## config.mk

```make
export PLATFORM = sky130hd
export DESIGN_NAME = nearest_upsample_flat
export DESIGN_NICKNAME = d
export VERILOG_FILES = /design/src/rtl/mnist_pkg.sv /design/src/rtl/feature_if.sv /design/src/rtl/feature_line_buffer.sv /design/src/rtl/nearest_upsample.sv /design/src/flat_wrapper.sv
export SDC_FILE = /design/constraint.sdc
export NUM_CORES = 1
export LEC_CHECK = 0
export ABC_AREA = 1
export BUFFER_PORTS_ARGS = -buffer_cell sky130_fd_sc_hd__clkbuf_2
export CORE_MARGIN = 1
export CORE_UTILIZATION = 55
export DETAILED_ROUTE_END_ITERATION = 7
export MAX_ROUTING_LAYER = met4
export PLACE_DENSITY = 0.76
export SLEW_MARGIN = 20
export SYNTH_ARGS = -nofsm -noshare
export SYNTH_HDL_FRONTEND = slang
export SYNTH_SLANG_ARGS = --single-unit
```

## constraint.sdc

```tcl
create_clock -name clock -period 8.4 [get_ports clock]
set_input_delay 0.42 -clock clock [delete_from_list [all_inputs] [get_ports clock]]
set_output_delay 0.42 -clock clock [all_outputs]
set_load 0.02 [all_outputs]
```

## src/rtl/mnist_pkg.sv

```systemverilog
// mnist_pkg: shared feature types, upsampler state encoding and counter sizing helper.
// Rev 1.0
`default_nettype none

package mnist_pkg;

  localparam int FEATURE_WIDTH = 8;
  localparam int FEATURE_LANES = 2;

  typedef logic [FEATURE_WIDTH-1:0] feature_type;
  typedef feature_type [FEATURE_LANES-1:0] feature_vec_t;

  typedef enum logic {UPS_FIRST, UPS_REPEAT} ups_state_t;

  // Counters over a range of one still need a 1-bit register.
  function automatic int cnt_width(input int n);
    return (n > 1) ? $clog2(n) : 1;
  endfunction

endpackage

`default_nettype wire

```

## src/rtl/feature_if.sv

```systemverilog
// feature_if: valid/ready stream carrying all feature lanes of one pixel per beat.
// Rev 1.0
`default_nettype none

interface feature_if;
  import mnist_pkg::*;

  logic         valid;
  logic         ready;
  feature_vec_t features;

  modport master (output valid, output features, input ready);
  modport slave  (input valid, input features, output ready);

endinterface

`default_nettype wire

```

## src/rtl/feature_line_buffer.sv

```systemverilog
// feature_line_buffer: one input row of pixels, one write port and one registered read port.
// Rev 1.0
`default_nettype none

module feature_line_buffer
  import mnist_pkg::*;
#(
  parameter int DEPTH  = 6,
  parameter int ADDR_W = 3
) (
  input  logic              clock,
  input  logic              reset_n,
  input  logic              wr_en_i,
  input  logic [ADDR_W-1:0] wr_addr_i,
  input  feature_vec_t      wr_data_i,
  input  logic [ADDR_W-1:0] rd_addr_i,
  output feature_vec_t      rd_data_o
);

  feature_vec_t mem_q [DEPTH];
  feature_vec_t rd_data_q;

  always_ff @(posedge clock) begin
    if (wr_en_i) begin
      mem_q[wr_addr_i] <= wr_data_i;
    end
  end

  // Write-first: a one-column row reads back the pixel written on the same edge.
  always_ff @(posedge clock or negedge reset_n) begin
    if (!reset_n) begin
      rd_data_q <= '0;
    end else if (wr_en_i && (wr_addr_i == rd_addr_i)) begin
      rd_data_q <= wr_data_i;
    end else begin
      rd_data_q <= mem_q[rd_addr_i];
    end
  end

  assign rd_data_o = rd_data_q;

endmodule

`default_nettype wire

```

## src/rtl/nearest_upsample.sv

```systemverilog
// nearest_upsample: streaming nearest-neighbour upsampler, each pixel replicated into a
// ROW_STRIDE x COL_STRIDE block. Rev 1.0
`default_nettype none

module nearest_upsample
  import mnist_pkg::*;
#(
  parameter int IMAGE_HEIGHT = 6,
  parameter int IMAGE_WIDTH  = 6,
  parameter int ROW_STRIDE   = 2,
  parameter int COL_STRIDE   = 2
) (
  input  logic      clock,
  input  logic      reset_n,
  feature_if.slave  features_in,
  feature_if.master features_out
);

  localparam int OUT_HEIGHT = IMAGE_HEIGHT * ROW_STRIDE;
  localparam int OUT_WIDTH  = IMAGE_WIDTH * COL_STRIDE;

  localparam int REP_W  = cnt_width(COL_STRIDE);
  localparam int COL_W  = cnt_width(IMAGE_WIDTH);
  localparam int PASS_W = cnt_width(ROW_STRIDE);
  localparam int ROW_W  = cnt_width(IMAGE_HEIGHT);

  localparam logic [REP_W-1:0]  REP_LAST  = REP_W'(COL_STRIDE - 1);
  localparam logic [COL_W-1:0]  COL_LAST  = COL_W'(IMAGE_WIDTH - 1);
  localparam logic [PASS_W-1:0] PASS_LAST = PASS_W'(ROW_STRIDE - 1);
  localparam logic [ROW_W-1:0]  ROW_LAST  = ROW_W'(IMAGE_HEIGHT - 1);

  if (IMAGE_HEIGHT < 1 || IMAGE_WIDTH < 1 || ROW_STRIDE < 1 || COL_STRIDE < 1 ||
      OUT_HEIGHT < IMAGE_HEIGHT || OUT_WIDTH < IMAGE_WIDTH) begin : g_bad_params
    $error("nearest_upsample: dimensions and strides must all be >= 1");
  end

  ups_state_t        state_q, state_d;
  logic [REP_W-1:0]  rep_q,   rep_d;
  logic [COL_W-1:0]  col_q,   col_d;
  logic [PASS_W-1:0] pass_q,  pass_d;
  logic [ROW_W-1:0]  row_q,   row_d;
  logic              out_valid_q, out_valid_d;
  feature_vec_t      out_data_q,  out_data_d;

  logic              lb_we;
  logic [COL_W-1:0]  lb_waddr;
  logic [COL_W-1:0]  lb_raddr;
  feature_vec_t      lb_rdata;

  logic rep_last, col_last, pass_last, row_last;
  logic out_fire, in_ready, in_fire;

  function automatic logic [COL_W-1:0] col_succ(input logic [COL_W-1:0] c);
    return (c == COL_LAST) ? '0 : c + 1'b1;
  endfunction

  assign rep_last  = (rep_q == REP_LAST);
  assign col_last  = (col_q == COL_LAST);
  assign pass_last = (pass_q == PASS_LAST);
  assign row_last  = (row_q == ROW_LAST);

  assign out_fire = out_valid_q && features_out.ready;

  // A new pixel may only replace the last copy of the current one, and never at the
  // end of a first pass that is followed by REPEAT passes.
  assign in_ready = reset_n && (state_q == UPS_FIRST) &&
                    (!out_valid_q ||
                     (features_out.ready && rep_last && !(col_last && !pass_last)));
  assign in_fire  = features_in.valid && in_ready;

  always_comb begin
    state_d     = state_q;
    rep_d       = rep_q;
    col_d       = col_q;
    pass_d      = pass_q;
    row_d       = row_q;
    out_valid_d = out_valid_q;
    out_data_d  = out_data_q;
    lb_we       = 1'b0;

    if (out_fire) begin
      if (!rep_last) begin
        rep_d = rep_q + 1'b1;
      end else begin
        rep_d = '0;
        if (!col_last) begin
          col_d = col_q + 1'b1;
        end else begin
          col_d = '0;
          if (!pass_last) begin
            pass_d  = pass_q + 1'b1;
            state_d = UPS_REPEAT;
          end else begin
            pass_d  = '0;
            state_d = UPS_FIRST;
            row_d   = row_last ? '0 : row_q + 1'b1;
          end
        end
        if (state_d == UPS_REPEAT) begin
          out_data_d = lb_rdata;
        end else begin
          out_valid_d = 1'b0;
        end
      end
    end

    if (in_fire) begin
      out_valid_d = 1'b1;
      out_data_d  = features_in.features;
      lb_we       = 1'b1;
    end

    // Counters describe the pixel held at the output, so the read that follows is
    // always the column after the next position.
    lb_waddr = col_d;
    lb_raddr = col_succ(col_d);
  end

  always_ff @(posedge clock or negedge reset_n) begin
    if (!reset_n) begin
      state_q     <= UPS_FIRST;
      rep_q       <= '0;
      col_q       <= '0;
      pass_q      <= '0;
      row_q       <= '0;
      out_valid_q <= 1'b0;
      out_data_q  <= '0;
    end else begin
      state_q     <= state_d;
      rep_q       <= rep_d;
      col_q       <= col_d;
      pass_q      <= pass_d;
      row_q       <= row_d;
      out_valid_q <= out_valid_d;
      out_data_q  <= out_data_d;
    end
  end

  feature_line_buffer #(
    .DEPTH  (IMAGE_WIDTH),
    .ADDR_W (COL_W)
  ) u_line_buffer (
    .clock     (clock),
    .reset_n   (reset_n),
    .wr_en_i   (lb_we),
    .wr_addr_i (lb_waddr),
    .wr_data_i (features_in.features),
    .rd_addr_i (lb_raddr),
    .rd_data_o (lb_rdata)
  );

  assign features_in.ready     = in_ready;
  assign features_out.valid    = out_valid_q;
  assign features_out.features = out_data_q;

endmodule

`default_nettype wire

```

## src/flat_wrapper.sv

```systemverilog
// flat-port wrapper written by rule: the top's interface ports become plain ports
module nearest_upsample_flat import mnist_pkg::*;
#(
  parameter int IMAGE_HEIGHT = 6,
  parameter int IMAGE_WIDTH  = 6,
  parameter int ROW_STRIDE   = 2,
  parameter int COL_STRIDE   = 2
)
  (clock, reset_n, features_in_valid, features_in_features, features_in_ready, features_out_valid, features_out_features, features_out_ready);
  feature_if features_in_i ();
  feature_if features_out_i ();
  input  logic clock;
  input  logic reset_n;
  input wire logic [$bits(features_in_i.valid)-1:0] features_in_valid;
  input wire logic [$bits(features_in_i.features)-1:0] features_in_features;
  output wire logic [$bits(features_in_i.ready)-1:0] features_in_ready;
  output wire logic [$bits(features_out_i.valid)-1:0] features_out_valid;
  output wire logic [$bits(features_out_i.features)-1:0] features_out_features;
  input wire logic [$bits(features_out_i.ready)-1:0] features_out_ready;
  assign features_in_i.valid = features_in_valid;
  assign features_in_i.features = features_in_features;
  assign features_in_ready = features_in_i.ready;
  assign features_out_valid = features_out_i.valid;
  assign features_out_features = features_out_i.features;
  assign features_out_i.ready = features_out_ready;
  nearest_upsample #(.IMAGE_HEIGHT(IMAGE_HEIGHT), .IMAGE_WIDTH(IMAGE_WIDTH), .ROW_STRIDE(ROW_STRIDE), .COL_STRIDE(COL_STRIDE)) u_core (.clock(clock), .reset_n(reset_n), .features_in(features_in_i), .features_out(features_out_i));
endmodule
```

== Word level (Yosys, flattened, before mapping) ==
Memory sizes are Yosys's and may differ from the RTL's. A register that Yosys moved wholly into a read port is not among the register bits.
Index checks and enable logic that the tools add are counted.

* Register bits: 23
* Bits in writable memories: 96
* Bits of input ports: 20
* Word-level logic and storage cells: 56
* Memories: 1

* Add/subtract/negate cells: 4
* Eq/ne operators: 3
* Muxes and demuxes: 21
* Bitwise logic cells: 1
* Reduce and logical (&&, ||, !) cells: 19

{| class="wikitable"
|+ Memories
! memory !! depth !! width !! rd ports !! clocked after Yosys merged registers in !! wr ports !! line !! text
|-
| u_core.u_line_buffer.mem_q || 6 || 16 || 1 || 1 || 1 || feature_line_buffer.sv:20 || <nowiki>feature_vec_t mem_q [DEPTH];</nowiki>
|}

{| class="wikitable"
|+ Operators by type and width
! operator !! number
|-
| $mux 16 || 4
|-
| $mux 1 || 13
|-
| $mux 3 || 4
|-
| $reduce_and 3->1 || 3
|-
| $logic_and 1x1->1 || 7
|-
| $add 3x1->3 const B || 2
|-
| $eq 3x3->1 const B || 2
|-
| $reduce_bool 2->1 || 3
|-
| $logic_not 1->1 || 4
|-
| $add 1x1->1 const B || 2
|-
| $ne 2x1->1 const B || 1
|-
| $reduce_and 2->1 || 1
|-
| $logic_or 1x1->1 || 1
|-
| $not 1->1 || 1
|}

== Logic depth before layout (Yosys ltp) ==
Gate-level depths: netlist (run 1).

* Word-level depth: 10
* Mapped depth: 11

== By module ==
A second synthesis (run 1) with hierarchy kept.

* Cell total of the unflattened synthesis: 651
* Area total of the unflattened synthesis: 6169.7 µm²

{| class="wikitable"
|+ By module, submodules not included
! module !! times used !! cells an instance !! area an instance (µm²) !! sequential area each (µm²)
|-
| feature_line_buffer || 1 || 460 || 4750.8 || 3283.1
|-
| nearest_upsample || 1 || 191 || 1418.9 || 575.6
|}

== Least setup slack after synthesis (run 1) ==
Ideal clock, no wire load.

* Path kind: register to register
* Start: register u_core.out_valid_q, in the netlist u_core.features_out.valid
* End: memory u_core.u_line_buffer.mem_q[2][0] (netlist name), enable pin
* Library setup time: 409 ps
* Data arrival time: 2461 ps
* Data required time: 7991 ps
* Setup slack: 5530 ps
* Stages on the path, launching flop included: 8
* Cell sequence: dfrtp_1 -> nand2_1 -> inv_2 -> nand2_2 -> nand2_4 -> nand3_4 -> buf_2 -> nor3_1

* Cells in the longest elaborated chain, start to end: 7
* Elaborated cells on any way between the ends: 9
* Classes of those cells: 4 x mux; 5 x reduce/logical

{| class="wikitable"
|+ Ends and longest elaborated chain
! item !! line !! text
|-
| start, declared || nearest_upsample.sv:42 || <nowiki>logic out_valid_q, out_valid_d;</nowiki>
|-
| start signal, assigned || nearest_upsample.sv:134 || <nowiki>out_valid_q <= out_valid_d;</nowiki>
|-
| $logic_not 1->1 || nearest_upsample.sv:67 || <nowiki>(!out_valid_q ||</nowiki>
|-
| $logic_or 1x1->1 || nearest_upsample.sv:67 ||
|-
| $logic_and 1x1->1 || nearest_upsample.sv:66 || <nowiki>assign in_ready = reset_n && (state_q == UPS_FIRST) &&</nowiki>
|-
| $logic_and 1x1->1 || nearest_upsample.sv:69 || <nowiki>assign in_fire = features_in.valid && in_ready;</nowiki>
|-
| $mux 1 || nearest_upsample.sv:107 || <nowiki>if (in_fire) begin</nowiki>
|-
| $mux 1 || feature_line_buffer.sv:24 || <nowiki>if (wr_en_i) begin</nowiki>
|-
| $mux 1 (implied by the code) || feature_line_buffer.sv:25 || <nowiki>mem_q[wr_addr_i] <= wr_data_i;</nowiki>
|-
| end, declared || feature_line_buffer.sv:20 ||
|}

Several ways; a longest one is shown, not always the timed one.

== Worst setup path after layout (run 1) ==
* Start: register u_core.out_valid_q, in the netlist u_core.features_out.valid
* End: memory u_core.u_line_buffer.mem_q[1][15] (netlist name), enable pin

Same word-level chain as after synthesis.

==> results of run 1 <==
==> sequential cells by signal (all words and copies together), names as in the netlist <==
register                        cells
u_core.col_q                        3
u_core.features_out.features       16
u_core.features_out.valid           1
u_core.pass_last                    1
u_core.rep_last                     1
u_core.state_q                      1
u_core.u_line_buffer.mem_q         96
u_core.u_line_buffer.rd_data_o     16
==> logic make-up (layout without fill, tap and decap cells) <==
| family | count (synthesis) | in the layout | share of synthesized area (%) |
|---|---|---|---|
| compound gates | 6 | 6 | 0.855 |
| simple gates | 345 | 345 | 26.2 |
| buf+inv | 44 | 96 | 3.40 |
| xor+xnor | 1 | 1 | 0.158 |
| flops | 135 | 135 | 69.4 |
==> area by class of cell <==
class                   instances  area, um^2
multi-input cells             352        1520
fillers                       723        3280
clock buffers                  25         571
well taps                     133         166
inverters                      22        82.6
repair buffers                 42         223
clock inverters                 7        68.8
flip-flops and latches        135        3860
==> metal layers <==
metal / up-vias / GRT usage [%]
li1: 1847 / -
met1: 1844 / 32.7
met2: 157 / 39.6
met3: 27 / 6.85
met4: 0 / 10.8
met5: - / -
==> final timing paths <==
path	cells after the start	slack (ns)	end	from
worst max-delay path	5	5.35	u_core.u_line_buffer.mem_q[1][15]	u_core.features_out.valid
worst min-delay path	1	0.04	u_core.state_q	reset_n
worst max register to register	5	5.35	u_core.u_line_buffer.mem_q[1][15]	u_core.features_out.valid
worst min register to register	2	0.46	u_core.features_out.features[12]	u_core.u_line_buffer.rd_data_o[12]
max in group asynchronous	1	7.75	u_core.u_line_buffer.rd_data_o[6]	reset_n
min in group clock	1	0.19	u_core.u_line_buffer.mem_q[0][0]	features_in_features[0]
==> per-stage QoR <==
step | instances | hold WS (ns) | total power, mW
2_1_floorplan | 531 | 0.124 | 1.48
3_3_place_gp | 684 | 0.445 | 1.66
3_5_place_dp | 684 | 0.451 | 1.69
4_1_cts | 716 | 0.0633 | 2.46
5_1_grt | 716 | 0.103 | 2.62
6_report | 716 | 0.0350 | 2.46
==> layout by cell type (no fill, tap or decap), types with 2 or more instances in the layout <==
cell type and count:
clkbuf_8 3, dfrtp_1 39, nor2_1 10, inv_2 2, clkbuf_2 37, o21ai_0 2, nand3_1 83, buf_4 5
inv_1 20, nand2_2 3, nand3b_1 4, inv_4 4, nor2_2 2, nand2_1 238, clkbuf_16 21, edfxtp_1 96
==> power by group through the flow <==
stage	registers [mW]	clock network (mW)	logic, mW
6_report	0.904	0.766	0.791
5_1_grt	0.916	0.805	0.894
4_1_cts	0.904	0.772	0.786
3_5_place_dp	0.916	0	0.771
3_3_place_gp	0.909	0	0.752
2_1_floorplan	0.950	0	0.532
==> impl_metrics.sql, run 1 <==
INSERT INTO impl_metrics (metric_group, metric, value, unit) VALUES
('global_routing', 'number_of_antenna_violations_at_the_first_check_in_global_routing', '0', ''),
('power_and_ir_drop', 'power.sequential.fraction', '36.7', '%'),
('worst_setup_path', 'worstSetupPathType', 'flop to flop', ''),
('route', 'met1Wirelength', '5.13', 'mm'),
('logic_synthesis', 'yosysWarnings', '0', ''),
('global_routing', 'grt_first_pass_wirelength', '18.6', 'mm'),
('worst_setup_path', 'critPathRequiredTime', '8.56', 'ns'),
('final_layout', 'area_growth', '16.8', '%'),
('sta', 'period_minus_slack', '3.05', 'ns'),
('clocking', 'cts.sink_count', '135', ''),
('power_and_ir_drop', 'static-leakage-power', '2.90', 'nW'),
('route', 'drt_pre_antenna_iters', '5', ''),
('route', 'route.vias.total', '3875', ''),
('final_layout', 'drive_gt1_share', '14.9', '%'),
('die', 'area_of_the_core_region', '9770', 'um^2'),
('route', 'drt_iter0_markers', '213', ''),
('power_and_ir_drop', 'power_frac_comb', '32.1', '%'),
('worst_setup_path', 'endpoint_type_of_the_worst_setup_path', 'flop', ''),
('clocking', 'cts.repair_timing.setup_buffer_count', '0', ''),
('logic_synthesis', 'synthArstFlopShare', '28.9', '%'),
('logic_synthesis', 'synth.net_count', '551', ''),
('logic_synthesis', 'count_of_mapped_cells_out_of_synthesis', '531', ''),
('clocking', 'clkSlewWorstSetupHoldPaths', '0.06', 'ns'),
('route', 'dr_wl_met2', '5.72', 'mm'),
('flow_run', 'cap_violations', '0', ''),
('logic_synthesis', 'synth.distinct_cells', '25', ''),
('run_status', 'outcome', 'finished clean', ''),
('sta', 'timing.final.setup_violations', '0', ''),
('die', 'floorplan.die.height', '103', 'um'),
('route', 'route.detailed.drc', '0', ''),
('clocking', 'post_cts_resized', '0', ''),
('logic_synthesis', 'synth_enable_flop_cells', '96', ''),
('die', 'die-area', '10500', 'um^2'),
('logic_synthesis', 'synth_largest_type_area_fraction', '51.9', '%'),
('route', 'drtAntennaViolNets', '0', ''),
('power_and_ir_drop', 'internal_power', '1.56', 'mW'),
('logic_synthesis', 'synthesis.area', '5560', 'um^2'),
('die', 'initial_core_util', '56.9', '%'),
('placement', 'placement.io_buffers', '37', ''),
('power_and_ir_drop', 'power.switching_fraction', '36.6', '%'),
('global_routing', 'grt-ovfl-total', '0', ''),
('worst_setup_path', 'cp_cell_sequence', 'nand3_2 > nand2_1 > nand2_2 > nand2_1 > nor2_2', ''),
('worst_setup_path', 'critPathLaunchType', 'flop', ''),
('sta', 'tightest_slew', '0.978', 'ns'),
('sta', 'fin_crit_sh', '36.3', '%'),
('route', 'wl_per_cell', '16.6', 'um'),
('placement', 'postPlaceCellArea', '5850', 'um^2'),
('worst_setup_path', 'path_buf_inv', '0', ''),
('final_layout', 'post-route-util', '66.4', '%'),
('placement', 'dp.final_hpwl', '7.44', 'mm'),
('logic_synthesis', 'synth-seq-cells', '135', ''),
('die', 'chipWidth', '103', 'um'),
('placement', 'routability_congestion_estimate_from_global_placement', '0.816', ''),
('sta', 'final-hold-violation-count', '0', ''),
('clocking', 'clk-insertion-delay-late', '0.53', 'ns'),
('worst_setup_path', 'worstPathArrival', '3.21', 'ns'),
('final_layout', 'number_of_nets_in_the_final_layout', '590', ''),
('sta', 'post-route-worst-setup-slack', '5.35', 'ns'),
('global_routing', 'grt_pass1_vias', '3692', ''),
('final_layout', 'stdcell_area', '6490', 'um^2'),
('global_routing', 'grt_max_degree', '52', ''),
('sta', 'finalMaxSlewViolations', '0', ''),
('route', 'top_metal_layer_carrying_routed_signals', 'met4', ''),
('route', 'drt_wl_total', '11.9', 'mm'),
('clocking', 'tritoncts.num_buffers', '17', ''),
('clocking', 'cts_max_path_buffers', '2', ''),
('worst_setup_path', 'timing.critical_path.mode_cell', 'nand2_1', ''),
('sta', 'slew_headroom', '34.8', '%'),
('sta', 'grt_setup_unrepaired', 'false', ''),
('power_and_ir_drop', 'p_switching', '0.902', 'mW'),
('power_and_ir_drop', 'power_density', '379', 'nW/um^2');
Power figures use the tool's default switching activity.
==> run 2: changes to the inputs <==
==> constraint.sdc (replaced) <==
create_clock -name clock -period 3.2 [get_ports clock]
set_input_delay 0.16 -clock clock [delete_from_list [all_inputs] [get_ports clock]]
set_output_delay 0.16 -clock clock [all_outputs]
set_load 0.02 [all_outputs]
==> run 2 against run 1 <==
- worst hold slack better by 0.13 ns
- global-route usage up 0.87 points
- fmax up 31%
- sequential power rose to 2.6 times the previous value
- clock power up 150%
- sequential share of layout area down 1.8 points
- total power rose to 2.6 times the previous value
- largest cell class unchanged
==> impl_metrics.sql, run 2 (synthesized netlist as in run 1, its figures left out) <==
INSERT INTO impl_metrics (metric_group, metric, value, unit) VALUES
('route', 'drtAntennaViolNets', '0', ''),
('worst_setup_path', 'worstPathMaxFanout', '18', ''),
('route', 'route.detailed.drc', '0', ''),
('final_layout', 'seqCellArea', '3860', 'um^2'),
('power_and_ir_drop', 'internal_power', '4.04', 'mW'),
('sta', 'tightest_slew', '0.608', 'ns'),
('route', 'route.detailed.vias_per_inst', '5.45', ''),
('clocking', 'cts.sink_count', '135', ''),
('sta', 'slew_headroom', '59.4', '%'),
('sta', 'period_minus_slack', '2.33', 'ns'),
('sta', 'final-hold-violation-count', '0', ''),
('final_layout', 'layout.cells.most_common', 'nand2_1', ''),
('die', 'io_pins', '38', ''),
('route', 'drt_wl_total', '12.6', 'mm'),
('route', 'drt_iter0_markers', '327', ''),
('die', 'floorplan.die.height', '103', 'um'),
('final_layout', 'area_growth', '20.5', '%'),
('final_layout', 'largest_register_ffs', '96', ''),
('final_layout', 'final_cell_mix', 'nand2_1, edfxtp_1, nand3_1, dfrtp_1, clkbuf_2', ''),
('clocking', 'cts_tree', 'yes', ''),
('final_layout', 'fill_cells', '678', ''),
('final_layout', 'num_antenna_cells', '0', ''),
('sta', 'finalMaxSlewViolations', '0', ''),
('placement', 'placement.io_buffers', '37', ''),
('global_routing', 'groute.usage.overall', '26.7', '%'),
('global_routing', 'met2_usage', '40.1', '%'),
('power_and_ir_drop', 'power_frac_comb', '33.9', '%'),
('final_layout', 'drive_gt1_share', '15.7', '%'),
('global_routing', 'met3_resource_use_gr', '6.78', '%'),
('sta', 'grt_setup_unrepaired', 'false', ''),
('route', 'wl_per_cell', '16.9', 'um'),
('run_status', 'outcome', 'finished clean', ''),
('power_and_ir_drop', 'static-leakage-power', '2.97', 'nW'),
('route', 'route.vias.total', '4052', ''),
('die', 'fp-row-count', '36', ''),
('final_layout', 'number_of_nets_in_the_final_layout', '618', ''),
('die', 'chipWidth', '103', 'um'),
('die', 'die-area', '10500', 'um^2'),
('power_and_ir_drop', 'power.switching_fraction', '37.5', '%'),
('worst_setup_path', 'worstSetupPathType', 'flop to flop', ''),
('clocking', 'ctsRootBufferMaster', 'clkbuf_8', ''),
('global_routing', 'grt_pass1_vias', '3953', ''),
('global_routing', 'grt.busiest_layer', 'met2', ''),
('clocking', 'htree_num_levels', '4', ''),
('worst_setup_path', 'critPathRequiredTime', '3.41', 'ns'),
('power_and_ir_drop', 'power.sequential.fraction', '36.6', '%'),
('power_and_ir_drop', 'finalPower', '6.46', 'mW'),
('final_layout', 'largest_register', 'u_core.u_line_buffer.mem_q', ''),
('sta', 'fmax', '429', 'MHz'),
('global_routing', 'grt_max_degree', '40', ''),
('clocking', 'tritoncts.num_buffers', '17', ''),
('placement', 'routability_congestion_estimate_from_global_placement', '0.933', ''),
('global_routing', 'grt-ovfl-total', '0', ''),
('sta', 'fin_crit_sh', '72.8', '%'),
('power_and_ir_drop', 'pwr-share-clk', '29.6', '%'),
('final_layout', 'post-route-util', '68.5', '%'),
('worst_setup_path', 'critPathLaunchType', 'flop', ''),
('global_routing', 'grt_first_pass_wirelength', '19.3', 'mm'),
('sta', 'setup-tns-final', '0', 'ns'),
('power_and_ir_drop', 'p_switching', '2.42', 'mW'),
('global_routing', 'globalRouteMet1Util', '33.8', '%'),
('sta', 'fin_worst_skew', '0.00563', 'ns'),
('flow_run', 'cap_violations', '0', ''),
('worst_setup_path', 'endpoint_type_of_the_worst_setup_path', 'flop', ''),
('worst_setup_path', 'ff2ff_path_depth', '7', ''),
('placement', 'dp.final_hpwl', '7.37', 'mm'),
('die', 'initial_core_util', '56.9', '%'),
('worst_setup_path', 'worstPathArrival', '2.54', 'ns'),
('sta', 'timing.final.setup_violations', '0', ''),
('route', 'drt_pre_antenna_iters', '5', ''),
('final_layout', 'stdcell_area', '6700', 'um^2'),
('clocking', 'cts_max_path_buffers', '2', ''),
('power_and_ir_drop', 'power_density', '965', 'nW/um^2'),
('clocking', 'clk-insertion-delay-late', '0.52', 'ns'),
('final_layout', 'area_occupied_by_multi_input_gates', '1520', 'um^2'),
('placement', 'postPlaceCellArea', '5920', 'um^2'),
('hold_path', 'hold_class', 'input port to flop', ''),
('hold_path', 'timing.hold.worst_path_depth', '3', ''),
('global_routing', 'number_of_antenna_violations_at_the_first_check_in_global_routing', '0', ''),
('clocking', 'clkSlewWorstSetupHoldPaths', '0.06', 'ns'),
('power_and_ir_drop', 'vdd_ir_drop_max', '0.516', 'mV'),
('die', 'area_of_the_core_region', '9770', 'um^2');
run 2: cell count changes in the layout (fill, tap and decap cells not counted), sizes merged:
cell / delta
clkbuf: -8
bufinv: +2
inv: -3
dlygate4sd3: +18
clkinvlp: +6
buf: +10
clkinv: +3
run 2: final cells by class:
cell class                 instances  area share (%)
timing repair buffer              70            7.14
clock inverter                    15            2.69
multi-input combinational        352            22.6
sequential                       135            57.6
inverter                          22            1.23
tap                              133            2.49
clock buffer                      17            6.18
run 2: what timing repair did:
action	4_1_cts	5_1_grt
setup buffers	0	0
gates resized for setup	0	0
setup endpoints to repair	0	0
endpoints found under the hold margin	142	0
hold buffers	18	0
run 2: worst max-delay path: stages (launching register included):
cell	delay [ns]
dfrtp_1	0.45
nand2_1	0.15
inv_2	0.09
nand2_2	0.25
nand2_4	0.30
nand3_4	0.26
nor3_2	0.22
buf_4	0.29
run 2: layer usage:
metal,vias up,part of all wire [%]
met1,1907,41
met4,0,2.6
li1,1899,-
met3,26,8.1
met2,220,48
met5,-,0
run 2: path summary, 6_finish.rpt:
kind / startpoint / to / slack (ns)
worst max-delay path: u_core.features_out.valid / u_core.u_line_buffer.mem_q[2][4] / 0.87
worst min-delay path: features_in_valid / u_core.features_out.features[4] / 0.16
worst max register to register: u_core.features_out.valid / u_core.u_line_buffer.mem_q[2][4] / 0.87
worst min register to register: u_core.u_line_buffer.rd_data_o[7] / u_core.features_out.features[7] / 0.47
max in group asynchronous: reset_n / u_core.u_line_buffer.rd_data_o[5] / 2.60
min in group asynchronous: reset_n / u_core.features_out.valid / 0.25
run 2: power groups by stage:
stage	Clock [mW]	Sequential, mW	Combinational, mW
4_1_cts	1.93	2.36	2.15
3_3_place_gp	0	2.38	2.04
2_1_floorplan	0	2.49	1.40
5_1_grt	2.01	2.39	2.43
6_report	1.91	2.36	2.19
3_5_place_dp	0	2.39	2.09
run 2: per-stage QoR:
stage / std cells / hold WS (ns) / setup WS [ns]
final: 744 / 0.164 / 0.869
after global routing: 744 / 0.183 / 0.731
after CTS: 744 / 0.137 / 0.914
after detailed placement: 694 / 0.272 / 0.927
after global placement: 694 / 0.261 / 0.996
after floorplan: 531 / -0.136 / 0.330
